$ cat src/rtl/mem_wb_stage.sv
// Memory-access stage and MEM/WB pipeline register. After reset, a sequencer
// zeroes the data memory while holding busy high.
module mem_wb_stage #(
  parameter int DEPTH = 64,
  parameter int AW    = 6
) (
  input  logic        clk,
  input  logic        rst,
  input  logic        mwreg,
  input  logic        mm2reg,
  input  logic        mwmem,
  input  logic [4:0]  mdestReg,
  input  logic [31:0] mr,
  input  logic [31:0] mqb,
  input  logic        stall,
  output logic        busy,
  output logic        wwreg,
  output logic        wm2reg,
  output logic [4:0]  wdestReg,
  output logic [31:0] wr,
  output logic [31:0] wdo,
  output logic [31:0] wbData,
  output logic        memErr
);

  typedef enum logic {CLEAR, RUN} state_t;

  localparam logic [AW-1:0] LAST_IDX = AW'(DEPTH - 1);

  state_t          r_state, w_next_state;
  logic [AW-1:0]   r_idx;
  logic [31:0]     r_mem [DEPTH];

  logic            w_valid;
  logic [AW-1:0]   w_widx;
  logic [31:0]     w_mdo;
  logic            w_store;
  logic            w_run;

  assign w_widx  = mr[AW+1:2];
  assign w_valid = (mr[1:0] == 2'b00) && (mr[31:AW+2] == '0);
  assign w_run   = (r_state == RUN);
  assign w_store = w_run && mwmem && w_valid && !stall;
  assign w_mdo   = (w_run && w_valid) ? r_mem[w_widx] : '0;
  assign busy    = (r_state == CLEAR);

  always_comb begin
    w_next_state = r_state;
    if ((r_state == CLEAR) && (r_idx == LAST_IDX))
      w_next_state = RUN;
  end

  always_ff @(posedge clk) begin
    if (rst) begin
      r_state <= CLEAR;
      r_idx   <= '0;
    end else begin
      r_state <= w_next_state;
      if (r_state == CLEAR)
        r_idx <= r_idx + 1'b1;
    end
  end

  // The clear sequencer and the store port share the single write port;
  // they never overlap because stores are only accepted in RUN.
  always_ff @(posedge clk) begin
    if (!rst) begin
      if (r_state == CLEAR)
        r_mem[r_idx] <= '0;
      else if (w_store)
        r_mem[w_widx] <= mqb;
    end
  end

  always_ff @(posedge clk) begin
    if (rst)
      memErr <= 1'b0;
    else if (w_run && !stall && (mwmem || mm2reg) && !w_valid)
      memErr <= 1'b1;
  end

  always_ff @(posedge clk) begin
    if (rst || (r_state == CLEAR)) begin
      wwreg    <= 1'b0;
      wm2reg   <= 1'b0;
      wdestReg <= '0;
      wr       <= '0;
      wdo      <= '0;
    end else if (!stall) begin
      wwreg    <= mwreg;
      wm2reg   <= mm2reg;
      wdestReg <= mdestReg;
      wr       <= mr;
      wdo      <= w_mdo;
    end
  end

  assign wbData = wm2reg ? wdo : wr;

endmodule

$ cat config.mk
export PLATFORM = sky130hd
export DESIGN_NAME = mem_wb_stage
export DESIGN_NICKNAME = d
export VERILOG_FILES = /design/src/rtl/mem_wb_stage.sv
export SDC_FILE = /design/constraint.sdc
export NUM_CORES = 2
export LEC_CHECK = 0
export BUFFER_PORTS_ARGS = -buffer_cell sky130_fd_sc_hd__buf_2
export CAP_MARGIN = 20
export CORE_MARGIN = 3
export CORE_UTILIZATION = 60
export DETAILED_ROUTE_END_ITERATION = 10
export GPL_ROUTABILITY_DRIVEN = 1
export PLACE_DENSITY = 0.77
export REMOVE_ABC_BUFFERS = 1
export SYNTH_ARGS = -nofsm -noshare
export SYNTH_HDL_FRONTEND = slang
export SYNTH_SLANG_ARGS = --single-unit
$ cat constraint.sdc
create_clock -name clk -period 10.85 [get_ports clk]
set_input_delay 1.6275 -clock clk [delete_from_list [all_inputs] [get_ports clk]]
set_output_delay 1.6275 -clock clk [all_outputs]
set_load 0.005 [all_outputs]
==> metrics.txt <==
Worst-Skew Late Latency 830 ps; Routed wire per std cell 36.22 um; Fin Setup TNS 0 ps; Crit path max-delay family buffers and inverters; mapped cell area 81900 sq um; TritonCTS buffer count 200; Final min period 5298 ps; met2 WL 102300 um; Synth Area in Simple Gates 0.02901; Synth area leader edfxtp_1; worst-margin pin slew 1257 ps; Syn Area/Cell 20.94 sq um; initial antenna violation count 11; Slew Limit Headroom 0.1601; largest net degree at the start of global routing 93; detailed placement HPWL 126100 um; final setup fails 0; Fin. Hold Viols 0; Setup WS post-layout 5552 ps; Total GRT Usage 0.3190; Slew Viols, Final 0; Setup CP Type input pin to register; clock slew at reported path FFs 60 ps; routed wl met3 33460 um; top-count cell post-synth edfxtp_1; pwr dens 175.7 nW/um^2; routed vias/inst 7.064; crit path capture type register; warnings from Yosys 0; Most Frequent Cell on Critical Path nand3_1; Core ar. 134500 sq um; Hold Path Depth 2; Period Utilization, post-route 0.4883; Die W 375.5 um; main combinational cell family by area after synthesis multiplexers; routed via count 43630; worst vdd ir 0.0001484 V; Starting Density 0.6091; Total Nets Final 4306; Cell Chain, Critical Path buf_8 > buf_12 > buf_4 > mux4_2 > a22oi_1 > nand3_1 > nand3_1 > o21ai_1; Worst Clk Skew 42.34 ps; CP required 11530 ps; crit path max fanout 83; Synth Area in Compound Gates 0.03029; drt first pass iters 6; P&R area growth vs syn 12.76%; Max Clk Rate 188.7 MHz; Synth area leaders edfxtp_1, mux4_2, mux2i_1, dfxtp_1, a22oi_1; synth unique cells 57; Main synth FF type edfxtp_1; CP max stage delay 720 ps; top cells by instance count after synthesis edfxtp_1, mux4_2, mux2i_1; sequential-to-total area share from yosys stat 0.7702; Synth Register Bits 2127; CP bufs+invs 3; power after layout 0.01623 W; mux cell area share after synthesis 0.1558; first-pass GRT wire length 314500 um; Met1 Wirelength 78040 um; Rows 134; outcome finished clean; DRC Markers 0; Gate Count Post-Synth 3912; postcts setup bufs 0; number of I/O pins 180; hold crit path type register to register; Resized cells post-CTS 0; asr flop ratio synth 0; TritonCTS clock tree built; H-tree levels 4; crit path max-delay cell type buf_4; Fillers 8046; Final GP Congestion 0.9736; worst slack at placement 4958 ps; P_leak 28.57 nW; Critical Path AT 5980 ps; CTS root buffer clkbuf_16; CTS Sinks 2127; Post-synth EDFFs 2048; DR iter-0 viols 7787; Max Cap Viol 0; share of cells above drive strength 1 0.2841; vias in the first global route 41980; top sig layer met5; Post-DRT Antenna Nets 0; CTS Buffer Depth 3; # port buffers 179; post-synth top area share 0.7509; Reg2Reg Depth 7; WP depth 8; Routed WL 223700 um; Die ar. 141000 sq um; overall die height 375.5 um; grt total ovfl 0; unrepaired setup endpoints after global routing false; synthesized-area fraction occupied by adder cells 0.0001528; Synth Area in XOR/XNOR 0.0004277; CTS Hold Bufs 0; CP startpoint kind input pin
power breakdown:
group          internal, W  switching (W)  total [W]
clock network      0.00384        0.00296    0.00679
logic             0.000179       0.000358   0.000537
registers          0.00889     0.00000886    0.00890
through the flow:
step	instance area [sq um]	hold WS [ps]	util	cells
after floorplan	80770	436.0	-	3692
after global placement	85560	470.2	0.6363	5777
after detailed placement	85760	481.8	0.6378	5786
after CTS	92140	498.8	0.6852	6154
after global routing	92330	519.1	0.6866	6164
final	92360	497.6	0.6868	6176
routing by layer:
| layer | track usage | vias to the layer above |
|---|---|---|
| met4 | 0.1301 | 8 |
| met5 | 0 | - |
| li1 | - | 16980 |
| met3 | 0.1100 | 504 |
| met2 | 0.4703 | 3700 |
| met1 | 0.4441 | 22440 |
layout by cell type, fill, tap and decap left out, types with 20 or more instances in the layout:
cell / netlist / routed
o211ai_1: 20 / 20
nand3_1: 91 / 91
edfxtp_1: 2048 / 2048
and2_2: 0 / 33
clkinv_1: 0 / 43
clkbuf_16: 0 / 207
mux2_2: 50 / 50
clkinv_2: 0 / 43
mux2i_1: 214 / 214
buf_4: 33 / 136
nand2_1: 104 / 104
a21oi_1: 30 / 30
o21ai_0: 36 / 36
o22ai_1: 36 / 36
a221oi_1: 24 / 24
nor2_4: 0 / 65
dfxtp_1: 79 / 79
nor2_1: 158 / 89
mux4_2: 446 / 446
nor2b_1: 26 / 22
a22oi_1: 136 / 136
clkbuf_1: 77 / 34
buf_2: 86 / 175
area by class of cell:
class	instances	area (sq um)	area share
Clock buffer	256	5514	0.05970
Tap cell	1768	2212	0.02395
Multi-Input combinational cell	1560	18250	0.1976
Sequential cell	2127	63080	0.6830
Antenna cell	12	30.03	0.0003251
Inverter	5	18.77	0.0002032
Clock inverter	112	862.1	0.009334
Timing Repair Buffer	336	2390	0.02588
registers in the layout, summed over array words and instances (netlist names):
| name | flops |
|---|---|
| wwreg | 1 |
| r_idx | 6 |
| wdo | 32 |
| r_mem | 2048 |
| wr | 32 |
| memErr | 1 |
| wdestReg | 5 |
| r_state | 1 |
| wm2reg | 1 |
logic make-up (layout without fill, tap and decap cells):
| family | count (synthesis) | in the layout |
|---|---|---|
| AO/OA/AOI/OAI | 356 | 356 |
| XOR/XNOR | 4 | 4 |
| adder cells (fa/ha/maj) | 1 | 1 |
| buffers and inverters | 225 | 709 |
| flip-flops | 2127 | 2127 |
| multiplexers | 711 | 711 |
| other | 0 | 12 |
| AND/OR/NAND/NOR | 488 | 488 |
worst paths after layout:
| kind | start | end | slack (ps) |
|---|---|---|---|
| setup / recovery | mr[2] | wdo[2] | 5550 |
| hold / removal | wdestReg[0] | wdestReg[0] | 500 |
| setup reg to reg | r_state | r_mem[43][13] | 6660 |
| hold reg to reg | wdestReg[0] | wdestReg[0] | 500 |
worst register-to-register path: cells and delay by family, from the launching register on:
family | cells | cell delay (ps)
and+or+nand+nor | 5 | 2030
buffers and inverters | 1 | 510
DFF | 1 | 710
muxes | 1 | 500
No activity file was read; power rests on OpenSTA's default activity.
